`config.mk`:
```
export PLATFORM = sky130hd
export DESIGN_NAME = spi_txn_scheduler
export DESIGN_NICKNAME = d
export VERILOG_FILES = /design/src/rtl/spi_txn_scheduler.sv
export SDC_FILE = /design/constraint.sdc
export NUM_CORES = 1
export LEC_CHECK = 0
export ABC_AREA = 1
export BUFFER_PORTS_ARGS = -buffer_cell sky130_fd_sc_hd__buf_2
export CAP_MARGIN = 20
export CORE_MARGIN = 10
export CORE_UTILIZATION = 30
export CTS_CLUSTER_DIAMETER = 100
export DETAILED_ROUTE_END_ITERATION = 8
export GPL_TIMING_DRIVEN = 0
export PLACE_DENSITY = 0.59
export REMOVE_ABC_BUFFERS = 1
export SLEW_MARGIN = 30
export SYNTH_ARGS = -nofsm -noshare
export SYNTH_HDL_FRONTEND = slang
export SYNTH_SLANG_ARGS = --single-unit
```
`constraint.sdc`:
```
create_clock -name clk -period 1.78 [get_ports clk]
set_input_delay 0.178 -clock clk [delete_from_list [all_inputs] [get_ports clk]]
set_output_delay 0.178 -clock clk [all_outputs]
set_load 0.02 [all_outputs]
```
`src/rtl/spi_txn_scheduler.sv`:
```
// Round-robin scheduler sharing one spi_master between NUM_REQ requesters.
// Grants one requester at a time, applies its SPI mode, streams its burst into
// the master TX FIFO, kicks the master and waits for the burst to drain.
module spi_txn_scheduler #(
    parameter int unsigned NUM_REQ    = 4,
    parameter int unsigned DATA_WIDTH = 8,
    parameter int unsigned LEN_WIDTH  = 4,
    parameter int unsigned GAP_CYCLES = 2
) (
    input  logic                          clk,
    input  logic                          rst_n,
    input  logic [NUM_REQ-1:0]            req_i,
    input  logic [2*NUM_REQ-1:0]          req_mode_i,
    input  logic [LEN_WIDTH*NUM_REQ-1:0]  req_len_i,
    input  logic [DATA_WIDTH*NUM_REQ-1:0] req_data_i,
    output logic [NUM_REQ-1:0]            data_rd_o,
    output logic [NUM_REQ-1:0]            grant_o,
    output logic [NUM_REQ-1:0]            done_o,
    output logic                          spi_cpol_o,
    output logic                          spi_cpha_o,
    output logic                          fifo_wr_en_o,
    output logic [DATA_WIDTH-1:0]         fifo_wr_data_o,
    input  logic                          fifo_full_i,
    input  logic                          fifo_empty_i,
    output logic                          spi_start_o,
    input  logic                          spi_busy_i
);

    localparam int unsigned IdxW = (NUM_REQ > 1) ? $clog2(NUM_REQ) : 1;
    // Gap counter holds GAP_CYCLES-1 down to 0
    localparam int unsigned GapW = (GAP_CYCLES > 1) ? $clog2(GAP_CYCLES) : 1;
    localparam logic [GapW-1:0] GapLoad = GapW'(GAP_CYCLES - 1);

    typedef enum logic [2:0] {
        StIdle, StLoad, StStart, StArm, StWait, StDone, StGap
    } state_e;

    state_e                 state_q;
    logic [NUM_REQ-1:0]     grant_q;
    logic [NUM_REQ-1:0]     done_q;
    logic [IdxW-1:0]        gidx_q;
    logic [IdxW-1:0]        ptr_q;
    logic [LEN_WIDTH-1:0]   cnt_q;
    logic [GapW-1:0]        gap_cnt_q;
    logic                   cpol_q;
    logic                   cpha_q;
    logic                   start_q;

    logic [1:0]             mode_arr [NUM_REQ];
    logic [LEN_WIDTH-1:0]   len_arr  [NUM_REQ];
    logic [DATA_WIDTH-1:0]  data_arr [NUM_REQ];

    logic                   pick_valid;
    logic [IdxW-1:0]        pick_idx;
    logic [IdxW-1:0]        cand;
    logic                   load_wr;

    for (genvar i = 0; i < NUM_REQ; i++) begin : g_unpack
        assign mode_arr[i] = req_mode_i[2*i +: 2];
        assign len_arr[i]  = req_len_i[LEN_WIDTH*i +: LEN_WIDTH];
        assign data_arr[i] = req_data_i[DATA_WIDTH*i +: DATA_WIDTH];
    end

    // Round-robin pick: first requesting index at or after the pointer, wrapping
    always_comb begin
        pick_valid = 1'b0;
        pick_idx   = '0;
        cand       = '0;
        for (int unsigned k = 0; k < NUM_REQ; k++) begin
            cand = IdxW'((32'(ptr_q) + k) % NUM_REQ);
            if (!pick_valid && req_i[cand]) begin
                pick_valid = 1'b1;
                pick_idx   = cand;
            end
        end
    end

    // FIFO write path is combinational so fifo_full stalls without losing a byte
    always_comb begin
        load_wr        = (state_q == StLoad) && !fifo_full_i;
        fifo_wr_en_o   = load_wr;
        data_rd_o      = load_wr ? grant_q : '0;
        fifo_wr_data_o = (state_q == StLoad) ? data_arr[gidx_q] : '0;
    end

    // Scheduler FSM with registered grant, mode, start and done outputs
    always_ff @(posedge clk or negedge rst_n) begin
        if (!rst_n) begin
            state_q   <= StIdle;
            grant_q   <= '0;
            done_q    <= '0;
            gidx_q    <= '0;
            ptr_q     <= '0;
            cnt_q     <= '0;
            gap_cnt_q <= '0;
            cpol_q    <= 1'b0;
            cpha_q    <= 1'b0;
            start_q   <= 1'b0;
        end else begin
            done_q  <= '0;
            start_q <= 1'b0;
            unique case (state_q)
                StIdle: begin
                    if (pick_valid) begin
                        gidx_q  <= pick_idx;
                        grant_q <= NUM_REQ'(1) << pick_idx;
                        cpol_q  <= mode_arr[pick_idx][1];
                        cpha_q  <= mode_arr[pick_idx][0];
                        cnt_q   <= len_arr[pick_idx];
                        state_q <= (len_arr[pick_idx] == '0) ? StDone : StLoad;
                    end
                end
                StLoad: begin
                    if (!fifo_full_i) begin
                        cnt_q <= cnt_q - LEN_WIDTH'(1);
                        if (cnt_q == LEN_WIDTH'(1)) begin
                            state_q <= StStart;
                            start_q <= 1'b1;
                        end
                    end
                end
                StStart: state_q <= StArm;
                // Blanking cycle: the master may not have raised busy yet
                StArm:   state_q <= StWait;
                StWait: begin
                    if (!spi_busy_i) begin
                        if (fifo_empty_i) begin
                            state_q <= StDone;
                        end else begin
                            // Master that sends one byte per start needs another kick
                            state_q <= StStart;
                            start_q <= 1'b1;
                        end
                    end
                end
                StDone: begin
                    done_q    <= grant_q;
                    grant_q   <= '0;
                    ptr_q     <= (gidx_q == IdxW'(NUM_REQ - 1)) ? '0 : gidx_q + IdxW'(1);
                    gap_cnt_q <= GapLoad;
                    state_q   <= (GAP_CYCLES == 0) ? StIdle : StGap;
                end
                StGap: begin
                    if (gap_cnt_q == '0) begin
                        state_q <= StIdle;
                    end else begin
                        gap_cnt_q <= gap_cnt_q - GapW'(1);
                    end
                end
                default: state_q <= StIdle;
            endcase
        end
    end

    assign grant_o     = grant_q;
    assign done_o      = done_q;
    assign spi_cpol_o  = cpol_q;
    assign spi_cpha_o  = cpha_q;
    assign spi_start_o = start_q;

endmodule
```
==> key figures <==
CTS
  • CTS clock-pin slew for the worst setup and hold paths: 0.09 ns
  • CTS sink cnt: 23
  • Total CTS buffers: 3
  • Clk_lat worst skew: 0.27 ns
  • Clk Tree Root Cell: clkbuf_8
  • CTS Buffer Depth: 2
  • # H-tree levels: 1
  • CTS tree: built

Die
  • FP Rows: 29
  • Die Ht: 100 um
  • Ports: 89
  • Std-Cell Core Area: 6280 um2
  • Die Width: 100 um
  • Initial core utilization: 0.306
  • Die area: 10000 um2

Synthesis
  • Post-synth top cells: 81 x nand2_1, 58 x nor2_1, 32 x inv_1, 32 x o21ai_0, 23 x dfrtp_1
  • Top-area cell type share of the netlist area: 0.300
  • EDFF count, synth: 0
  • Seq/Total Area, Yosys: 0.300
  • Multiplexer share of the synthesized area: 0
  • Synth Area in Simple Gates: 0.424
  • Syn_area_per_cell: 6.29 um2
  • Adder-cell share of the synthesized area: 0.0196
  • Yosys warning count: 0
  • Ranking of synthesized cells by area: dfrtp_1 30%, nand2_1 16%, nor2_1 11%
  • Cells after Synth: 305
  • Count leader, synth: nand2_1
  • Synth Area in Compound Gates: 0.153
  • XOR/XNOR share of the synthesized area: 0.00913
  • Largest family of logic cells by synthesized area: simple AND/OR/NAND/NOR gates
  • Asr flop ratio synth: 1.00
  • Flops & latches, synth: 23
  • Leading area contributor after synthesis: dfrtp_1
  • Syn Std Cell Area: 1920 um2
  • Post-synth top flop: dfrtp_1
  • Synth unique cells: 29

STA
  • Max Clock Freq: 0.490 GHz
  • Final Hold Vio Count: 0
  • Final Max Tran Viols: 0
  • Final Setup Violations: 21
  • Clk_skew: 0.00544 ns
  • Fin Hold WS: 0.180 ns
  • Fin crit share: 1.15
  • RSZ-0062 raised after global routing: true
  • Minimum clock period: 2.04 ns
  • Final worst setup slack: -0.260 ns
  • Worst-Margin Slew: 0.552 ns
  • Fin Setup TNS: -1.87 ns
  • Slew Limit Headroom: 0.630

Run
  • Max Cap Viol: 0

Setup path
  • Element type at the critical path end: flop
  • FF-to-FF path depth: 16
  • Crit path launch type: flop
  • Required time of the critical path: 1.95 ns
  • Reg-to-Reg Start: ptr_q[0]
  • Worst setup path startpoint: ptr_q[0]
  • Crit path kind: flop to flop
  • Maximum fanout along the worst path: 5
  • R2R setup slack: -0.26 ns
  • Signal arrival time at the worst endpoint: 2.21 ns

Cells and area
  • Ratio of cells with drive above 1 in the final layout: 0.504
  • Footprint of the multi-input gates: 1520 um2
  • Design area: 3190 um2
  • Storage cell area: 583 um2
  • Post-route insts no fill: 500
  • Fill cell count: 620
  • Ant diodes: 0
  • Nets@finish: 492
  • Utilization after layout: 0.508
  • Area Growth Syn to Fin: 66.2%

Detailed routing
  • DR WL/cell: 14.0 um
  • Routed vias/inst: 4.82
  • Total number of vias: 2412
  • Final WL: 6.98 mm
  • Drt first pass iters: 4
  • Detail Route Antenna Nets: 0
  • Starting DRT DRC Count: 112
  • DRC viols: 0

Placed design
  • DP HPWL: 4.84 mm
  • PortBufs: 88
  • Routability congestion estimate: 0.861
  • Worst slack at placement: -0.552 ns
  • Cell Area, Placed: 2410 um2
  • Placed Instances: 463

GRT
  • Largest net degree at the start of global routing: 24
  • Antenna violations before repair: 0
  • Grt met1 use: 0.135
  • Busiest layer in global routing: met2
  • Vias in the first global route: 2323
  • GR Layer Usage met3: 0.0337
  • Grt total ovfl: 0
  • GR Util met2: 0.230
  • First-pass GRT wire length: 10.4 mm
  • GRT Overall Usage: 0.122

Pwr
  • LEAKAGE: 1.63 nW
  • Final Power: 6.61 mW
  • Pwr dens: 2070 nW/um2
  • Peak supply drop: 1.04 mV

Outcome
  • Status: finished, violations left
  • Failing checks: negative setup slack

Worst hold path
  • Worst hold path depth: 3
  • Worst Hold Class: input pin to flop
  • Hold Startpoint: req_mode_i[3]
cells in the final DEF (no fill, tap or decap), drive strengths merged:
master       synthesis  final
nor2                60     60
a21oi               10     10
a22o                 1      1
nand3               12     13
inv                 36     34
xor2                 2      2
nand2               98     99
dfrtp               23     23
a41oi                1      1
nand4                5      5
nor3                 4      4
nand3b               1      1
o21ai               35     35
buf                  2    118
o31ai                1      1
o22ai                4      4
clkbuf               5      3
ha                   3      3
dlygate4sd3          0      1
clkinvlp             0      3
a211oi               2      2
what timing repair did:
item,4_1_cts,5_1_grt
pin swaps,14,21
cloned,1,1
resized for setup,63,80
endpoints found under the hold margin,23,0
setup buffers,17,13
setup endpoints to repair,29,27
hold buffers,1,0
report_power, final:
part	internal [mW]	switching [mW]	leakage (nW)
Sequential	0.736	0.204	0.289
Clock	0.159	0.186	0.0217
Combinational	2.19	3.14	1.32
routing by layer:
metal,part of all wire,vias to the layer above
li1,-,1214
met1,0.39,1150
met2,0.55,44
met3,0.044,4
met4,0.010,0
met5,0,-
critical path, stage by stage (launching register included):
cell and delay (ns):
dfrtp_2 0.47, buf_6 0.16, nand2_4 0.06, nand2_4 0.07
nand2_4 0.07, nand2_4 0.05, nor2_4 0.15, nand3_1 0.11
nand3_2 0.14, nand2_4 0.09, buf_4 0.14, nand2_1 0.07
inv_1 0.07, nand2_1 0.07, nand4_1 0.08, nand2_1 0.08
nand2_1 0.05
cell families (layout without fill, tap and decap cells):
logic type,after synthesis,after routing
and+or+nand+nor,180,182
AOI/OAI and AO/OA,54,54
buffers and inverters,43,159
DFF,23,23
adders and majority gates,3,3
xor gates and xnor gates,2,2
sequential cells by signal, summed over array words and instances, names as in the netlist:
| register | count |
|---|---|
| gidx_q | 2 |
| done_o | 4 |
| gap_cnt_q | 1 |
| grant_o | 4 |
| spi_start_o | 1 |
| ptr_q | 2 |
| cnt_q | 4 |
| state_q | 3 |
| spi_cpha_o | 1 |
| spi_cpol_o | 1 |
final cells by class:
cell class	instances	area share
multi-input combinational	241	0.478
clock inverter	1	0.00235
timing repair buffer	119	0.244
sequential	23	0.183
clock buffer	3	0.0129
inverter	36	0.0502
tap	77	0.0302
path summary, 6_finish.rpt:
check,to
setup / recovery,spi_cpha_o
hold / removal,spi_cpol_o
setup reg to reg,spi_cpha_o
hold reg to reg,spi_cpha_o
max in group asynchronous,gidx_q[0]
min in group asynchronous,done_o[2]
(Power assumes the default switching activity.)
